`config.mk`:
```
export PLATFORM = sky130hd
export DESIGN_NAME = div_unit
export DESIGN_NICKNAME = d
export VERILOG_FILES = /design/src/rtl/div_unit_pkg.sv /design/src/rtl/add_sub.sv /design/src/rtl/div_unit.sv
export SDC_FILE = /design/constraint.sdc
export NUM_CORES = 1
export LEC_CHECK = 0
export ABC_CLOCK_PERIOD_IN_PS = 3350
export BUFFER_PORTS_ARGS = -buffer_cell sky130_fd_sc_hd__buf_2
export CAP_MARGIN = 20
export CORE_MARGIN = 5
export CORE_UTILIZATION = 50
export DETAILED_ROUTE_END_ITERATION = 8
export PLACE_DENSITY = 0.7
export SYNTH_ARGS = -nofsm -noshare
export SYNTH_HDL_FRONTEND = slang
export SYNTH_SLANG_ARGS = --single-unit
```
`constraint.sdc`:
```
create_clock -name clk -period 3.35 [get_ports clk]
set_clock_uncertainty 0.1 [all_clocks]
set_input_delay 0.67 -clock clk [delete_from_list [all_inputs] [get_ports clk]]
set_output_delay 0.67 -clock clk [all_outputs]
set_load 0.1 [all_outputs]
```
`src/rtl/div_unit_pkg.sv`:
```
// Shared definitions for the iterative divide unit: FSM state encodings and
// default operand/tag widths.
package div_unit_pkg;

    localparam int DIV_WIDTH_DEFAULT = 8;
    localparam int DIV_TAG_W_DEFAULT = 4;

    localparam logic [1:0] DIV_IDLE = 2'd0;
    localparam logic [1:0] DIV_BUSY = 2'd1;
    localparam logic [1:0] DIV_DONE = 2'd2;

endpackage

```
`src/rtl/add_sub.sv`:
```
// Combinational adder/subtractor. Vectors are [0:WIDTH-1] with bit 0 as MSB.
// In subtract mode co=1 means no borrow (a >= b).
module add_sub #(
    parameter int WIDTH = 9
) (
    input  logic [0:WIDTH-1] a,
    input  logic [0:WIDTH-1] b,
    input  logic             add_b_sub,
    output logic [0:WIDTH-1] s,
    output logic             co
);

    logic [0:WIDTH-1] b_eff;

    // Two's-complement subtract: a + ~b + 1
    assign b_eff   = add_b_sub ? ~b : b;
    assign {co, s} = {1'b0, a} + {1'b0, b_eff} + {{WIDTH{1'b0}}, add_b_sub};

endmodule

```
`src/rtl/div_unit.sv`:
```
// Multi-cycle restoring unsigned divider for the Tomasulo datapath. Accepts one
// op from its reservation station, iterates WIDTH steps, then holds a tagged CDB result.
module div_unit
    import div_unit_pkg::*;
#(
    parameter int WIDTH = DIV_WIDTH_DEFAULT,
    parameter int TAG_W = DIV_TAG_W_DEFAULT
) (
    input  logic             clk,
    input  logic             rst_b,
    input  logic             flush,
    input  logic             issue_valid,
    output logic             issue_ready,
    input  logic [0:TAG_W-1] issue_tag,
    input  logic [0:WIDTH-1] issue_a,
    input  logic [0:WIDTH-1] issue_b,
    input  logic             issue_rem_sel,
    output logic             cdb_req,
    input  logic             cdb_grant,
    output logic [0:TAG_W-1] cdb_tag,
    output logic [0:WIDTH-1] cdb_data
);

    localparam int CNT_W = $clog2(WIDTH) + 1;
    localparam logic [CNT_W-1:0] CNT_LAST = CNT_W'(WIDTH);

    logic [1:0]       state_reg, state_next;
    logic [CNT_W-1:0] cnt_reg, cnt_next;
    logic [0:WIDTH-1] rem_reg, rem_next;
    logic [0:WIDTH-1] quo_reg, quo_next;
    logic [0:WIDTH-1] b_reg, b_next;
    logic [0:TAG_W-1] tag_reg, tag_next;
    logic             rem_sel_reg, rem_sel_next;

    logic [0:WIDTH]   trial_a, trial_b, trial_s;
    logic             trial_co;
    logic [0:WIDTH-1] rem_step, quo_step;

    // Shifted partial remainder needs WIDTH+1 bits: rem can exceed 2^(WIDTH-1) before the shift
    assign trial_a = {rem_reg, quo_reg[0]};
    assign trial_b = {1'b0, b_reg};

    add_sub #(.WIDTH(WIDTH + 1)) u_trial_sub (
        .a         (trial_a),
        .b         (trial_b),
        .add_b_sub (1'b1),
        .s         (trial_s),
        .co        (trial_co)
    );

    assign rem_step = trial_co ? trial_s[1:WIDTH] : trial_a[1:WIDTH];
    assign quo_step = {quo_reg[1:WIDTH-1], trial_co};

    always_comb begin
        state_next   = state_reg;
        cnt_next     = cnt_reg;
        rem_next     = rem_reg;
        quo_next     = quo_reg;
        b_next       = b_reg;
        tag_next     = tag_reg;
        rem_sel_next = rem_sel_reg;
        case (state_reg)
            DIV_IDLE: begin
                if (issue_valid) begin
                    state_next   = DIV_BUSY;
                    cnt_next     = '0;
                    rem_next     = '0;
                    quo_next     = issue_a;
                    b_next       = issue_b;
                    tag_next     = issue_tag;
                    rem_sel_next = issue_rem_sel;
                end
            end
            DIV_BUSY: begin
                if (cnt_reg == CNT_LAST) begin
                    state_next = DIV_DONE;
                end else begin
                    rem_next = rem_step;
                    quo_next = quo_step;
                    cnt_next = cnt_reg + CNT_W'(1);
                end
            end
            DIV_DONE: begin
                if (cdb_grant) begin
                    state_next = DIV_IDLE;
                end
            end
            default: state_next = DIV_IDLE;
        endcase
        // Squash beats both a same-cycle issue and a same-cycle grant
        if (flush) begin
            state_next = DIV_IDLE;
        end
    end

    always_ff @(posedge clk or negedge rst_b) begin
        if (!rst_b) begin
            state_reg   <= DIV_IDLE;
            cnt_reg     <= '0;
            rem_reg     <= '0;
            quo_reg     <= '0;
            b_reg       <= '0;
            tag_reg     <= '0;
            rem_sel_reg <= 1'b0;
        end else begin
            state_reg   <= state_next;
            cnt_reg     <= cnt_next;
            rem_reg     <= rem_next;
            quo_reg     <= quo_next;
            b_reg       <= b_next;
            tag_reg     <= tag_next;
            rem_sel_reg <= rem_sel_next;
        end
    end

    assign issue_ready = (state_reg == DIV_IDLE);
    assign cdb_req     = (state_reg == DIV_DONE);
    assign cdb_tag     = cdb_req ? tag_reg : '0;
    assign cdb_data    = cdb_req ? (rem_sel_reg ? rem_reg : quo_reg) : '0;

endmodule
```
==> results.cfg, run 1 <==
[pwr]
vdd_drop_max_uv = 480
powerDensity_mw_per_mm2 = 700
leakagePower_uw = 0.00121

[layout]
final_cells = 312
multi_input_area_sq_mm = 0.00105
fillers = 386
drive_gt1_share_pct = 21.4
final_util_pct = 59.5
nets = 298
diodes = 0
syn_to_final_growth_pct = 16.4
regArea_sq_um = 876

[cts]
cts_max_path_buffers = 2
cts_max_level = 2
cts.clk_slew.worst_paths_ns = 0.08
cts_tree = yes
clock-sinks = 35
clk_latency_ns = 0.29
ctsResizeCount = 0
cts_buffers = 5
cts_hold_buffers = 0
clockRootBuffer = clkbuf_8
postCtsSetupBuffers = 0

[grt]
grt.overflow.total = 0
grt.busiest_layer = met2
use_met1_pct = 23.1
met2_usage_pct = 29.1
grt_antenna_before_repair = 0
use_met3_pct = 4.38
gr-usage-all-layers_pct = 18.1
grt_max_degree = 36
grt_first_pass_wirelength_um = 7580
grt_pass1_vias = 1680

[logic_synthesis]
synth-seq-cells = 35
synth_top_family_by_area = simple AND/OR/NAND/NOR gates
synth_ff_type = dfrtp_1
synth_largest_area_cell = dfrtp_1
synth-seq-area-share_pct = 43.1
synth.area.top_cells = dfrtp_1, mux2i_1, nand2_1, ha_1, o21ai_0
async_reset_ff_share_pct = 100
synth_compound_area_share_pct = 14.7
yosys.area_share.simple_pct = 18.3
synth_edf_count = 0
netlist.area_leader.share_pct = 43.1
netlist_area_sq_mm = 0.00203
yosys.cell_types.count = 36
muxShareOfSynthArea_pct = 8.87
synth_warnings = 0
synthesis.nets = 261
syn_inst = 224
syn_area_per_cell_sq_um = 9.07
synth_xor_area_share_pct = 2.59
yosys.area_share.adder_pct = 7.14

[route]
antenna_left = 0
num_vias = 1672
drc = 0
first_pass_iters = 4
via_per_inst = 5.36
routed_wl_um = 4400
drtIter0Drc = 44
wire_per_inst_um = 14.1

[outcome]
status = completed

[sta]
hold_viol_final = 0
hold_ws_ns = 0.349
finalCritPeriodShare_pct = 78.3
setup_violations = 0
tightest_slew_ns = 0.776
slew_violations = 0
min_period_ns = 2.62
setup_ws_ns = 0.727
rsz0062_at_grt = no
tns_ns = 0
fmax_mhz = 381
slew_headroom_pct = 48.2

[floorplanning]
start_util_pct = 51.2
die_h_um = 73.8
core_sq_mm = 0.00397
fp-row-count = 23
die_w_um = 73.8
dieArea_sq_mm = 0.00544
ios = 40

[place]
dp_slack_ns = 1.02
port_buffers = 39
dp_hpwl_um = 3200
dp.cells = 303
place.gp.congestion = 0.875

[worst_setup_path]
critPathMaxFanout = 10
required_ns = 2.58
cp.depth = 4
cp_top_family = buffers and inverters
slowest_stage = dfrtp_1
start_kind = flop
worstPathCellList = nand2b_1 -> inv_1 -> and2_1 -> buf_2
critical_path_class = flop to output pin
rr_worst_depth = 6
worstPathArrival_ns = 1.85
crit_buf_inv = 2
cp_slowest_stage_delay_ns = 0.43
cp-end-kind = output pin

[min_path]
hold_class = primary input to asynchronous set/reset pin

[job]
drv_cap = 0
==> cell type report <==
type / instances / area share [%]
multi-input combinational: 165 / 44.4
sequential: 35 / 37.0
clock buffer: 6 / 3.49
tap: 50 / 2.65
clock inverter: 2 / 1.48
timing repair buffer: 40 / 8.73
inverter: 14 / 2.22
==> synthesized netlist by cell type, drive strengths merged, types with 2 or more instances <==
| library cell | number |
|---|---|
| nand2 | 42 |
| dfrtp | 35 |
| o21ai | 24 |
| nor2 | 20 |
| mux2i | 18 |
| inv | 14 |
| ha | 10 |
| a21oi | 8 |
| clkbuf | 7 |
| and2 | 5 |
| nand3 | 5 |
| xor2 | 5 |
| a32oi | 4 |
| a211oi | 3 |
| buf | 3 |
| nand2b | 3 |
| and2b | 2 |
| nor3 | 2 |
| o21bai | 2 |
| o31ai | 2 |
==> layer usage <==
metal / routed length (um) / part of all wire (%)
met1: 1970 / 45
met2: 2090 / 47
met3: 211 / 4.8
met4: 135 / 3.1
met5: 0 / 0
==> metrics by stage <==
step | power, uW | area (sq um)
floorplan | 1140 | 2030
detailed placement | 1260 | 2240
global placement | 1250 | 2240
global route | 1790 | 2360
finish | 1650 | 2360
CTS | 1660 | 2350
==> worst register-to-register path: cells and delay by family, from the launching register on <==
kind | cells | cell delay, ns
adder cells (fa/ha/maj) | 1 | 0.35
flip-flops | 1 | 0.41
AO/OA/AOI/OAI | 4 | 1.08
multiplexers | 1 | 0.25
==> cell families after synthesis <==
logic type / count (synthesis)
DFF: 35
muxes: 18
adders and majority gates: 11
AOI/OAI and AO/OA: 48
xor gates and xnor gates: 6
buffers and inverters: 24
and+or+nand+nor: 82
==> worst paths after layout <==
kind                                     startpoint                  endpoint  slack [ns]
max reg2reg                  rem_reg[4]$_DFFE_PN0P_    rem_reg[6]$_DFFE_PN0P_        1.03
min reg2reg                  tag_reg[3]$_DFFE_PN0P_    tag_reg[3]$_DFFE_PN0P_        0.37
min                                           rst_b  state_reg[1]$_DFFE_PN0P_        0.35
max                        state_reg[0]$_DFFE_PN0P_                cdb_tag[2]        0.73
max in group asynchronous                     rst_b    rem_reg[2]$_DFFE_PN0P_        2.29
min in group clk             tag_reg[3]$_DFFE_PN0P_    tag_reg[3]$_DFFE_PN0P_        0.37
==> power by group <==
group | internal [uW] | switching [uW]
Clock | 241 | 154
Combinational | 274 | 381
Sequential | 512 | 93.3
==> layout by cell type, fill, tap and decap left out, drive strengths merged, types with 2 or more instances in the layout <==
| cell type | n |
|---|---|
| dfrtp | 35 |
| nand2b | 3 |
| nand2 | 42 |
| o31ai | 2 |
| inv | 14 |
| mux2i | 18 |
| and2 | 5 |
| clkbuf | 6 |
| xor2 | 5 |
| o21ai | 24 |
| a21oi | 8 |
| ha | 10 |
| a211oi | 3 |
| and2b | 2 |
| nor3 | 2 |
| nand3 | 5 |
| buf | 40 |
| nor2 | 20 |
| a32oi | 4 |
| o21bai | 2 |
Note: power is estimated with default switching activity, not from simulation.
==> inputs of run 2 (changes only) <==
Settings changed: ABC_CLOCK_PERIOD_IN_PS 3350 to 2230, CORE_UTILIZATION 50 to 49, PLACE_DENSITY 0.7 to 0.72.
Clock period 3.35 ns to 2.23 ns, I/O delays scaled along.
==> run 2 against run 1 <==
  * Register-to-register slack worse by 0.90 ns
  * Die area up 1.8%
  * First-iteration DRC count grew 82%
  * Power grew 52%
  * Cell count up 1.3%
  * Non-clock buffer count rose by 4
  * Hold slack worse by 0.22 ns
  * Utilization is 4.0 points higher
  * Critical path type unchanged
  * Largest cell class unchanged
==> results.cfg, run 2 (synthesis results as in run 1) <==
[worst_setup_path]
regToRegSetupSlack_ns = 0.13
cp-end-kind = output pin
worstPathCellList = nand2b_1 -> clkinvlp_4 -> and2_2 -> clkbuf_4
required_ns = 1.68
endpoint = cdb_tag[0]
r2r-end = rem_reg[6]$_DFFE_PN0P_
cp_slowest_stage_delay_ns = 0.43
rr_worst_depth = 7
rr_startpoint = rem_reg[2]$_DFFE_PN0P_
cp.depth = 4
cp_top_family = simple AND/OR/NAND/NOR gates
critPathMaxFanout = 6
crit_buf_inv = 2
worstPathArrival_ns = 1.58
crit_start = state_reg[0]$_DFFE_PN0P_
slowest_stage = dfrtp_1
critical_path_class = flop to output pin
start_kind = flop

[job]
drv_cap = 0

[cts]
cts_hold_buffers = 0
cts_max_level = 2
cts_buffers = 5
clockRootBuffer = clkbuf_8
clk_latency_ns = 0.29
postCtsSetupBuffers = 0
clock-sinks = 35
cts.clk_slew.worst_paths_ns = 0.08
cts_tree = yes
cts_max_path_buffers = 2
ctsResizeCount = 0

[pwr]
vdd_drop_max_uv = 1050
total_power_uw = 2510
powerDensity_mw_per_mm2 = 987
leakagePower_uw = 0.00123

[layout]
multi_input_area_sq_mm = 0.00109
syn_to_final_growth_pct = 25.1
drive_gt1_share_pct = 28.2
layout_commonest_cell = nand2_1
nets = 302
final_cell_mix = nand2_1, dfrtp_1, buf_2, o21ai_0, mux2i_1
regArea_sq_um = 876
fillers = 354
diodes = 0

[sta]
slew_headroom_pct = 47.7
finalCritPeriodShare_pct = 95.1
fmax_mhz = 471
hold_viol_final = 0
tightest_slew_ns = 0.784
min_period_ns = 2.12
rsz0062_at_grt = no
slew_violations = 0
hold_ws_ns = 0.125
setup_violations = 0

[route]
via_per_inst = 5.40
antenna_left = 0
drc = 0
drtIter0Drc = 80
wire_per_inst_um = 14.5
num_vias = 1707
routed_wl_um = 4580
first_pass_iters = 4

[floorplanning]
start_util_pct = 50.8
core_sq_mm = 0.00400
fp-row-count = 23
ios = 40
dieArea_sq_mm = 0.00553
die_w_um = 74.4
die_h_um = 74.4

[grt]
grt_antenna_before_repair = 0
gr-usage-all-layers_pct = 18.0
grt_first_pass_wirelength_um = 7600
grt.overflow.total = 0
grt_pass1_vias = 1631
grt_max_degree = 36

[outcome]
status = completed

[min_path]
hold_class = primary input to asynchronous set/reset pin

[place]
dp_hpwl_um = 3330
place.gp.congestion = 0.923
port_buffers = 39
-- run 2: routing by layer --
metal / GRT usage, % / vias up / wire (um)
met5: 0 / - / 0
met4: 8.70 / 0 / 83
met3: 3.51 / 11 / 212
met2: 28.1 / 41 / 2210
met1: 24.1 / 814 / 2070
li1: - / 841 / -
-- run 2: worst min path at each step --
| stage | endpoint | slack [ns] | depth (start not counted) |
|---|---|---|---|
| 2_1_floorplan | b_reg[0]$_DFFE_PN0P_ | 0.05 | 0 |
| 3_3_place_gp | tag_reg[0]$_DFFE_PN0P_ | 0.35 | 2 |
| 3_5_place_dp | tag_reg[0]$_DFFE_PN0P_ | 0.36 | 2 |
| 4_1_cts | tag_reg[1]$_DFFE_PN0P_ | 0.16 | 1 |
| 5_1_grt | rem_reg[5]$_DFFE_PN0P_ | 0.20 | 1 |
| 6_report | cnt_reg[3]$_DFFE_PN0P_ | 0.12 | 1 |
-- run 2: metrics by stage --
step                      setup WS (ns)  instance area (sq um)  TNS [ns]  instances  utilization (%)
after CTS                        0.0314                   2520         0        316             63.1
after floorplan                  -0.176                   2070    -0.293        224                -
after global placement            0.143                   2430         0        308             60.7
after global routing             0.0199                   2540         0        316             63.6
after detailed placement          0.109                   2430         0        308             60.7
final                             0.109                   2540         0        316             63.6
-- run 2: worst register-to-register path: stages, from the launching register on --
cell and delay [ns]:
dfrtp_1 0.44, ha_1 0.39, a21oi_2 0.24, o221ai_1 0.15
a21oi_2 0.17, buf_4 0.20, mux2i_1 0.19, o21ai_0 0.09
-- run 2: power breakdown --
part / leakage, uW / switching [uW] / internal [uW]
combinational: 0.000738 / 612 / 484
clock: 0.0000484 / 243 / 253
sequential: 0.000445 / 149 / 768
total: 0.00123 / 1000 / 1510
-- run 2: cell type report --
cell class                 instances  share of cell area [%]
multi-input combinational        165                    42.9
clock inverter                     1                   0.344
sequential                        35                    34.4
inverter                          14                    2.21
clock buffer                       7                    3.40
timing repair buffer              44                    14.3
tap                               50                    2.46
